==> config.mk <==
export PLATFORM = sky130hd
export DESIGN_NAME = sap1_memory_unit_flat
export DESIGN_NICKNAME = d
export VERILOG_FILES = /design/src/rtl/sap1_memory_unit_pkg.sv /design/src/rtl/sap1_memory_unit_if.sv /design/src/rtl/sap1_memory_unit_ram.sv /design/src/rtl/sap1_memory_unit.sv /design/src/flat_wrapper.sv
export SDC_FILE = /design/constraint.sdc
export NUM_CORES = 1
export LEC_CHECK = 0
export BUFFER_PORTS_ARGS = -buffer_cell sky130_fd_sc_hd__buf_4
export CORE_UTILIZATION = 55
export CTS_CLUSTER_SIZE = 10
export DETAILED_ROUTE_END_ITERATION = 16
export HOLD_SLACK_MARGIN = 0.03
export PLACE_DENSITY = 0.74
export REMOVE_ABC_BUFFERS = 1
export SETUP_SLACK_MARGIN = 0.02
export SYNTH_ARGS = -nofsm -noshare
export SYNTH_HDL_FRONTEND = slang
export SYNTH_SLANG_ARGS = --single-unit
==> constraint.sdc <==
create_clock -name clk -period 5.7 [get_ports clk]
set_input_delay 0.57 -clock clk [delete_from_list [all_inputs] [get_ports clk]]
set_output_delay 0.57 -clock clk [all_outputs]
set_load 0.005 [all_outputs]
==> src/rtl/sap1_memory_unit_pkg.sv <==
// Shared SAP-1 definitions: widths, control-word bit positions, opcodes and
// the memory-stage FSM encoding.
package sap1_memory_unit_pkg;

    localparam int SAP1_ADDR_W = 4;
    localparam int SAP1_DATA_W = 8;

    // Control-word bit indices, HLT at the top down to ADDER_EN at bit 0.
    localparam int CW_HLT      = 11;
    localparam int CW_PC_INC   = 10;
    localparam int CW_PC_EN    = 9;
    localparam int CW_MEM_LOAD = 8;
    localparam int CW_MEM_EN   = 7;
    localparam int CW_IR_LOAD  = 6;
    localparam int CW_IR_EN    = 5;
    localparam int CW_A_LOAD   = 4;
    localparam int CW_A_EN     = 3;
    localparam int CW_SUB      = 2;
    localparam int CW_B_LOAD   = 1;
    localparam int CW_ADDER_EN = 0;

    localparam logic [3:0] OP_LDA = 4'b0000;
    localparam logic [3:0] OP_ADD = 4'b0001;
    localparam logic [3:0] OP_SUB = 4'b0010;
    localparam logic [3:0] OP_HLT = 4'b1111;

    typedef enum logic [1:0] {
        ST_RUN   = 2'd0,
        ST_PROG  = 2'd1,
        ST_CLEAR = 2'd2
    } mem_state_e;

endpackage

==> src/rtl/sap1_memory_unit_if.sv <==
// Controller/host-facing signal bundle of the SAP-1 memory stage.
interface sap1_memory_unit_if #(
    parameter int ADDR_W = 4,
    parameter int DATA_W = 8
);
    logic [DATA_W-1:0] bus_in;
    logic              mem_load;
    logic              mem_en;
    logic [DATA_W-1:0] mem_out;
    logic              prog_mode;
    logic              prog_valid;
    logic              prog_ready;
    logic [ADDR_W-1:0] prog_addr;
    logic [DATA_W-1:0] prog_data;
    logic              clear_req;
    logic              busy;
    logic              clear_done;
    logic              err;

    modport master (
        output bus_in, mem_load, mem_en, prog_mode, prog_valid, prog_addr,
               prog_data, clear_req,
        input  mem_out, prog_ready, busy, clear_done, err
    );

    modport slave (
        input  bus_in, mem_load, mem_en, prog_mode, prog_valid, prog_addr,
               prog_data, clear_req,
        output mem_out, prog_ready, busy, clear_done, err
    );
endinterface

==> src/rtl/sap1_memory_unit_ram.sv <==
// DEPTH x DATA_W storage: one synchronous write port, one asynchronous read port.
// Contents are deliberately not reset.
module sap1_ram #(
    parameter int ADDR_W = 4,
    parameter int DATA_W = 8,
    parameter int DEPTH  = 16
) (
    input  logic              clk,
    input  logic              we_i,
    input  logic [ADDR_W-1:0] waddr_i,
    input  logic [DATA_W-1:0] wdata_i,
    input  logic [ADDR_W-1:0] raddr_i,
    output logic [DATA_W-1:0] rdata_o
);
    logic [DATA_W-1:0] mem_q [DEPTH];

    always_ff @(posedge clk) begin
        if (we_i) mem_q[waddr_i] <= wdata_i;
    end

    assign rdata_o = mem_q[raddr_i];
endmodule

==> src/rtl/sap1_memory_unit.sv <==
// SAP-1 memory stage: MAR + RAM on the CPU side, plus a host programming port
// and a hardware clear sweep that own the RAM write port while the CPU is held.
module sap1_memory_unit
    import sap1_memory_unit_pkg::*;
#(
    parameter int ADDR_W = SAP1_ADDR_W,
    parameter int DATA_W = SAP1_DATA_W,
    parameter int DEPTH  = 16          // must equal 2**ADDR_W
) (
    input  logic               clk,
    input  logic               rst,
    sap1_memory_unit_if.slave  bus
);
    mem_state_e        state_q, state_d;
    logic [ADDR_W-1:0] mar_q, mar_d;
    logic [ADDR_W-1:0] cnt_q, cnt_d;
    logic              clear_done_q, clear_done_d;
    logic              err_q, err_d;

    logic              we;
    logic [ADDR_W-1:0] waddr;
    logic [DATA_W-1:0] wdata;
    logic [DATA_W-1:0] rdata;
    logic              sweep_last;
    logic              unused_bus_hi;

    assign sweep_last    = (cnt_q == ADDR_W'(DEPTH - 1));
    assign unused_bus_hi = ^bus.bus_in[DATA_W-1:ADDR_W];

    always_ff @(posedge clk or negedge rst) begin
        if (!rst) begin
            state_q      <= ST_RUN;
            mar_q        <= '0;
            cnt_q        <= '0;
            clear_done_q <= 1'b0;
            err_q        <= 1'b0;
        end else begin
            state_q      <= state_d;
            mar_q        <= mar_d;
            cnt_q        <= cnt_d;
            clear_done_q <= clear_done_d;
            err_q        <= err_d;
        end
    end

    // clear_req wins over prog_mode; a request during CLEAR is simply dropped.
    always_comb begin
        state_d = state_q;
        unique case (state_q)
            ST_RUN: begin
                if (bus.clear_req)      state_d = ST_CLEAR;
                else if (bus.prog_mode) state_d = ST_PROG;
            end
            ST_PROG: begin
                if (bus.clear_req)       state_d = ST_CLEAR;
                else if (!bus.prog_mode) state_d = ST_RUN;
            end
            ST_CLEAR: begin
                if (sweep_last) state_d = bus.prog_mode ? ST_PROG : ST_RUN;
            end
            default: state_d = ST_RUN;
        endcase
    end

    always_comb begin
        mar_d          = mar_q;
        cnt_d          = '0;
        clear_done_d   = 1'b0;
        err_d          = err_q;
        we             = 1'b0;
        waddr          = bus.prog_addr;
        wdata          = bus.prog_data;
        bus.prog_ready = 1'b0;
        bus.mem_out    = '0;
        bus.busy       = (state_q != ST_RUN);
        bus.clear_done = clear_done_q;
        bus.err        = err_q;

        if (state_q == ST_RUN) begin
            if (bus.mem_load) mar_d = bus.bus_in[ADDR_W-1:0];
            if (bus.mem_en)   bus.mem_out = rdata;
        end else if (bus.mem_load || bus.mem_en) begin
            err_d = 1'b1;
        end

        if (state_q == ST_PROG) begin
            bus.prog_ready = bus.prog_mode;
            we             = bus.prog_valid && bus.prog_mode;
        end

        if (state_q == ST_CLEAR) begin
            we           = 1'b1;
            waddr        = cnt_q;
            wdata        = '0;
            cnt_d        = cnt_q + 1'b1;   // wraps to 0 after DEPTH-1
            clear_done_d = sweep_last;
        end
    end

    sap1_ram #(
        .ADDR_W (ADDR_W),
        .DATA_W (DATA_W),
        .DEPTH  (DEPTH)
    ) u_ram (
        .clk     (clk),
        .we_i    (we),
        .waddr_i (waddr),
        .wdata_i (wdata),
        .raddr_i (mar_q),
        .rdata_o (rdata)
    );
endmodule
==> src/flat_wrapper.sv <==
// flat-port wrapper written by rule: the top's interface ports become plain ports
module sap1_memory_unit_flat import sap1_memory_unit_pkg::*;
#(
    parameter int ADDR_W = SAP1_ADDR_W,
    parameter int DATA_W = SAP1_DATA_W,
    parameter int DEPTH  = 16                                 
)
  (clk, rst, bus_bus_in, bus_mem_load, bus_mem_en, bus_prog_mode, bus_prog_valid, bus_prog_addr, bus_prog_data, bus_clear_req, bus_mem_out, bus_prog_ready, bus_busy, bus_clear_done, bus_err);
  sap1_memory_unit_if #(.ADDR_W(ADDR_W), .DATA_W(DATA_W)) bus_i ();
  input  logic clk;
  input  logic rst;
  input wire logic [$bits(bus_i.bus_in)-1:0] bus_bus_in;
  input wire logic [$bits(bus_i.mem_load)-1:0] bus_mem_load;
  input wire logic [$bits(bus_i.mem_en)-1:0] bus_mem_en;
  input wire logic [$bits(bus_i.prog_mode)-1:0] bus_prog_mode;
  input wire logic [$bits(bus_i.prog_valid)-1:0] bus_prog_valid;
  input wire logic [$bits(bus_i.prog_addr)-1:0] bus_prog_addr;
  input wire logic [$bits(bus_i.prog_data)-1:0] bus_prog_data;
  input wire logic [$bits(bus_i.clear_req)-1:0] bus_clear_req;
  output wire logic [$bits(bus_i.mem_out)-1:0] bus_mem_out;
  output wire logic [$bits(bus_i.prog_ready)-1:0] bus_prog_ready;
  output wire logic [$bits(bus_i.busy)-1:0] bus_busy;
  output wire logic [$bits(bus_i.clear_done)-1:0] bus_clear_done;
  output wire logic [$bits(bus_i.err)-1:0] bus_err;
  assign bus_i.bus_in = bus_bus_in;
  assign bus_i.mem_load = bus_mem_load;
  assign bus_i.mem_en = bus_mem_en;
  assign bus_i.prog_mode = bus_prog_mode;
  assign bus_i.prog_valid = bus_prog_valid;
  assign bus_i.prog_addr = bus_prog_addr;
  assign bus_i.prog_data = bus_prog_data;
  assign bus_i.clear_req = bus_clear_req;
  assign bus_mem_out = bus_i.mem_out;
  assign bus_prog_ready = bus_i.prog_ready;
  assign bus_busy = bus_i.busy;
  assign bus_clear_done = bus_i.clear_done;
  assign bus_err = bus_i.err;
  sap1_memory_unit #(.ADDR_W(ADDR_W), .DATA_W(DATA_W), .DEPTH(DEPTH)) u_core (.clk(clk), .rst(rst), .bus(bus_i));
endmodule
# Word level (Yosys, flattened, before mapping)
# Memories as Yosys holds them, arrays and structs flattened.
# Index checks and enable logic that the tools add are counted.
[op_classes]
magnitude_cmp = 0
shift = 0
multipliers = 0
div_mod_pow = 0
n_reduce_logical = 7
n_bitwise = 1
n_mux = 18
n_eq_ne = 6
n_addsub = 1
[ops]
columns = ["cell", "n"]
rows = [
  ["two-way mux 8 bit", 3],
  ["two-way mux 2 bit", 5],
  ["two-way mux 4 bit", 2],
  ["two-way mux 1 bit", 7],
  ["!= test 3 bit (second input constant)", 2],
  ["case mux 2 bit (3 select lines)", 1],
  ["adder 4 x 1 -> 4 bit (second input constant)", 1],
  ["== test 4 bit (second input constant)", 1],
  ["AND reduction 2 bit", 2],
  ["AND reduction 3 bit", 1],
  ["== test 2 x 1 -> 1 bit (second input constant)", 1],
  ["== test 2 bit (second input constant)", 1],
  ["zero test 2 bit", 1],
  ["!= test 2 x 1 -> 1 bit (second input constant)", 1],
  ["nonzero test 2 bit", 1],
  ["logical AND 1 bit", 1],
  ["logical OR 1 bit", 1],
  ["inverter 1 bit", 1],
]
[word_totals]
ff_bits = 12
memories = 1
rom_bits = 0
ramBits = 128
latchBits = 0
in_bits = 27
[memory_table]
columns = ["name", "depth", "word_bits", "rd", "rd_clocked_by_memory_dff", "wr", "line", "rtl"]
rows = [
  ["u_core.u_ram.mem_q", 16, 8, 1, 0, 1, "sap1_memory_unit_ram.sv:15", "logic [DATA_W-1:0] mem_q [DEPTH];"],
]

# Logic depth before layout (Yosys ltp)
[logic_depth]
depth_word = 5
ltp_mapped = 5
ltp_nobuf = 4

# Cells and area by module
# Synthesis repeated with hierarchy kept, for this count alone.
[unflattened]
hier_cells = 288
area_unflattened_um2 = 5710.5
[by_module_without_submodules]
columns = ["module", "area_each_um2", "cells_each", "instances"]
rows = [
  ["sap1_ram", 4987.3, 221, 1],
  ["sap1_memory_unit", 723.2, 67, 1],
]

# Worst setup path after synthesis
# No wires, ideal clock.
[synth_path]
path_kind = "register -> register"
start = "reg u_core.state_q[0]"
end = "mem u_core.u_ram.mem_q[5][0], enable pin"
stages_incl_launch_ff = 5
setup_ns = 0.383
setup_slack_ns = 3.672
arrival_ns = 1.645
required_time_ns = 5.317
path_cell_list = "dfrtp_1 -> nand2b_1 -> buf_2 -> mux2_4 -> nor3_1"
[synth_via]
elab_chain_cells = 5
[synth_rtl]
columns = ["element", "line", "rtl"]
rows = [
  ["start, declared", "sap1_memory_unit.sv:14", "mem_state_e state_q, state_d;"],
  ["start signal, assigned", "sap1_memory_unit.sv:38", "state_q <= state_d;"],
  ["== test 2 x 1 -> 1 bit", "sap1_memory_unit.sv:86", "if (state_q == ST_PROG) begin"],
  ["two-way mux 1 bit", "sap1_memory_unit.sv:86", ""],
  ["two-way mux 1 bit", "sap1_memory_unit.sv:91", "if (state_q == ST_CLEAR) begin"],
  ["two-way mux 1 bit", "sap1_memory_unit_ram.sv:18", "if (we_i) mem_q[waddr_i] <= wdata_i;"],
  ["two-way mux 1 bit (implied by the code)", "sap1_memory_unit_ram.sv:18", ""],
  ["end, declared", "sap1_memory_unit_ram.sv:15", ""],
]
# Several ways; a longest one is shown, not always the timed one.

# Worst setup path in the final report
[layout_path]
start = "reg u_core.mar_q[0]"
end = "out bus_mem_out[0]"
[layout_via]
elab_chain_cells = 3
[layout_rtl]
columns = ["element", "line", "rtl"]
rows = [
  ["start, declared", "sap1_memory_unit.sv:15", "logic [ADDR_W-1:0] mar_q, mar_d;"],
  ["start signal, assigned", "sap1_memory_unit.sv:39", "mar_q <= mar_d;"],
  ["memory read (16 x 8 bit)", "-", ""],
  ["two-way mux 8 bit", "sap1_memory_unit.sv:81", "if (bus.mem_en) bus.mem_out = rdata;"],
  ["two-way mux 8 bit", "sap1_memory_unit.sv:79", "if (state_q == ST_RUN) begin"],
  ["end, declared", "flat_wrapper.sv:20", "output wire logic [$bits(bus_i.mem_out)-1:0] bus_mem_out;"],
]
# Every way passes these cells.

==> flow_summary.yaml <==
drt:
  wl_per_cell_um: 21.69
  drt-initial-drc-count: 170
  drc: 0
  firstDrtPassIters: 5
  viasPerCell: 5.968
  routed_wl_um: 10890
  drtAntennaViolNets: 0
  num_vias: 2996
sta:
  tightestPinTransition_ns: 1.020
  period_needed_ns: 3.398
  fmax_ghz: 0.2943
  grt_setup_unrepaired: "no"
  fin_skew_ns: 0.01092
  tns_ns: 0
  holdWs_ns: 0.2555
  period_share: 0.5961
  relSlewSlack: 0.3100
  slew_violations: 0
  setup_violations: 0
  hold_viol_final: 0
worst_hold_path:
  hp-start: "bus_bus_in[0]"
  min_to: "u_core.mar_q[0]$_DFFE_PN0P_"
  hold_class: "in -> reg"
  hold_depth: 2
place:
  port_buffers: 34
  dpl-instance-area_um2: 6147
  dpl.hpwl_um: 6795
  dp.cells: 469
  gp_congestion: 0.7971
logic_synthesis:
  yosys_warnings: 0
  ys_seq_area_frac: 0.7319
  synth_common_cells: "edfxtp_1 (128), mux4_2 (25), nor3_1 (16)"
  ys_top_cells_by_area: "edfxtp_1 (68%), mux4_2 (9.9%), dfrtp_1 (5.3%), mux2_2 (2.8%), mux2i_1 (1.4%)"
  synth_cell_types: 36
  mappedNetlistArea_um2: 5662
  yosysMostFrequentCell: "edfxtp_1"
  synth_ff_type: "edfxtp_1"
  synth_top_area_share: 0.6789
  synth_edf_count: 128
  async_flop_share: 0.08571
  avgSynthCellArea_um2: 19.06
  netlist_instances: 297
  ys_seq_elements: 140
  yosys.area.top_type: "edfxtp_1"
final_layout:
  fin_cells: 502
  fillers: 639
  antenna_cells: 0
  nets: 384
  area_delta_synth_final_pct: 18.32
  drive_gt1_frac: 0.3469
  design_area_um2: 6699
critical_path:
  max_stage_delay_ns: 0.96
  critPathMostFrequentCell: "buf_4"
  critPathKind: "reg -> out"
  worstSetupEndpointType: "primary output"
  reg2reg_from: "u_core.state_q[0]$_DFFE_PN0P_"
  cp_top_family: "flip-flops"
  cp.required_ns: 5.13
  worstPathMaxFanout: 30
  r2r-end: "u_core.u_ram.mem_q[3][1]$_DFFE_PP_"
  reg2regPathDepth: 4
  crit_path_top_delay_cell: "dfrtp_2"
  cp_cell_sequence: "buf_4, mux4_2, mux2i_1, o22ai_1, buf_4"
  path_buf_inv: 2
  critPathLaunchType: "flop"
  worst_ep_arrival_time_ns: 2.83
  rrSetupSlack_ns: 3.14
grt:
  grt_pass1_vias: 3181
  grtUsageTotal: 0.2356
  grt_start_max_net_pins: 31
  antenna_found_initial: 0
  overflow: 0
  grt_pass1_wl_um: 17190
pwr:
  p_total_w: 0.003370
  powerDensity_nw_per_um2: 503.1
  leakage_nw: 2.332
  peakVddDrop_mv: 0.3867
clocking:
  h-tree-depth: 4
  clk_pin_slew_worst_paths_ns: 0.06
  cts_sinks: 140
  root_buffer: "clkbuf_8"
  cts_buffers: 17
  cts_tree: "built"
  postCtsSetupBuffers: 0
  cts_resized: 0
  clk-insertion-delay-late_ns: 0.52
  max-clock-path-buffers: 2
  ctsHoldBuffers: 1
job:
  max_cap_viol_count: 0
floorplanning:
  die_h_um: 103.5
  initial_core_util: 0.5739
  io-pin-count: 39
  core_um2: 9864
  die_area_um2: 10700
  rows: 36
  fp.dieW_um: 103.5
run_status:
  status: "finished, final reports clean"
-- cells in the final DEF, fill, tap and decap left out, types with 2 or more instances in the layout --
cell        instances
edfxtp_1          128
buf_4              53
mux4_2             25
nor3_1             16
clkbuf_16          16
nor2_1             15
mux2_2             14
dfrtp_1            11
and2_1             10
mux2i_1             8
o22ai_1             8
o221ai_1            7
clkinvlp_4          6
inv_1               5
a31oi_1             4
mux2_1              4
o21ai_1             2
nand2_1             2
nand2b_1            2
nor2b_1             2
and3b_1             2
nor4bb_1            2
nand3_1             2
clkinv_4            2
clkinv_2            2
clkbuf_1            2
inv_6               2
-- state kept, by name (all words and copies together) (netlist names) --
name / cells
u_core.u_ram.mem_q: 128
u_core.cnt_q: 4
u_core.mar_q: 4
u_core.state_q: 2
u_core.bus.clear_done: 1
u_core.bus.err: 1
-- where the power goes --
part	total (W)	internal, W	switching [W]
Clock	0.00100	0.000579	0.000421
Sequential	0.00147	0.00136	0.000115
Combinational	0.000897	0.000420	0.000477
Total	0.00337	0.00236	0.00101
-- per-layer routing --
metal / vias up / routed length (um) / share of wire / track usage
met3: 16 / 576 / 0.053 / 0.05712
met4: 0 / 216 / 0.020 / 0.1018
met2: 110 / 5560 / 0.51 / 0.3861
met1: 1540 / 4537 / 0.42 / 0.3035
li1: 1330 / - / - / -
met5: - / 0 / 0 / 0
-- worst register-to-register path, cell delays in order, from the launching register on --
cell      delay (ns)
dfrtp_1         0.55
nand2b_1        0.65
mux2_4          0.41
nor3_1          0.40
buf_4           0.26
-- kinds of logic after synthesis --
kind of cell,count (synthesis),share of synthesized area
muxes,53,0.1545
xor gates and xnor gates,2,0.003094
buffers and inverters,19,0.01856
DFF,140,0.7319
adders and majority gates,1,0.002210
AOI/OAI and AO/OA,25,0.03403
and+or+nand+nor,57,0.05569
-- cell type report --
type                       count  area (um^2)  share of cell area
timing repair buffer          54        407.9             0.06089
clock buffer                  19        421.7             0.06294
sequential                   140         4145              0.6188
inverter                       5        18.77            0.002802
tap                          133        166.4             0.02484
clock inverter                13        120.1             0.01793
multi-input combinational    138         1419              0.2118
-- per-stage QoR --
stage | util | setup WS, ns
after global placement | 0.6232 | 2.829
final | 0.6791 | 2.302
after global routing | 0.6791 | 2.097
after detailed placement | 0.6232 | 2.779
after floorplan | - | 2.877
after CTS | 0.6791 | 2.217
-- worst max-delay path by stage --
stage                                startpoint  cells after the start  slack, ns             end
floorplan           u_core.mar_q[0]$_DFFE_PN0P_                      3       2.88  bus_mem_out[0]
global placement    u_core.mar_q[0]$_DFFE_PN0P_                      5       2.83  bus_mem_out[0]
detailed placement  u_core.mar_q[0]$_DFFE_PN0P_                      5       2.78  bus_mem_out[0]
CTS                 u_core.mar_q[0]$_DFFE_PN0P_                      5       2.22  bus_mem_out[0]
global route        u_core.mar_q[0]$_DFFE_PN0P_                      5       2.10  bus_mem_out[0]
finish              u_core.mar_q[0]$_DFFE_PN0P_                      5       2.30  bus_mem_out[0]
No activity file was read; power rests on OpenSTA's default activity.
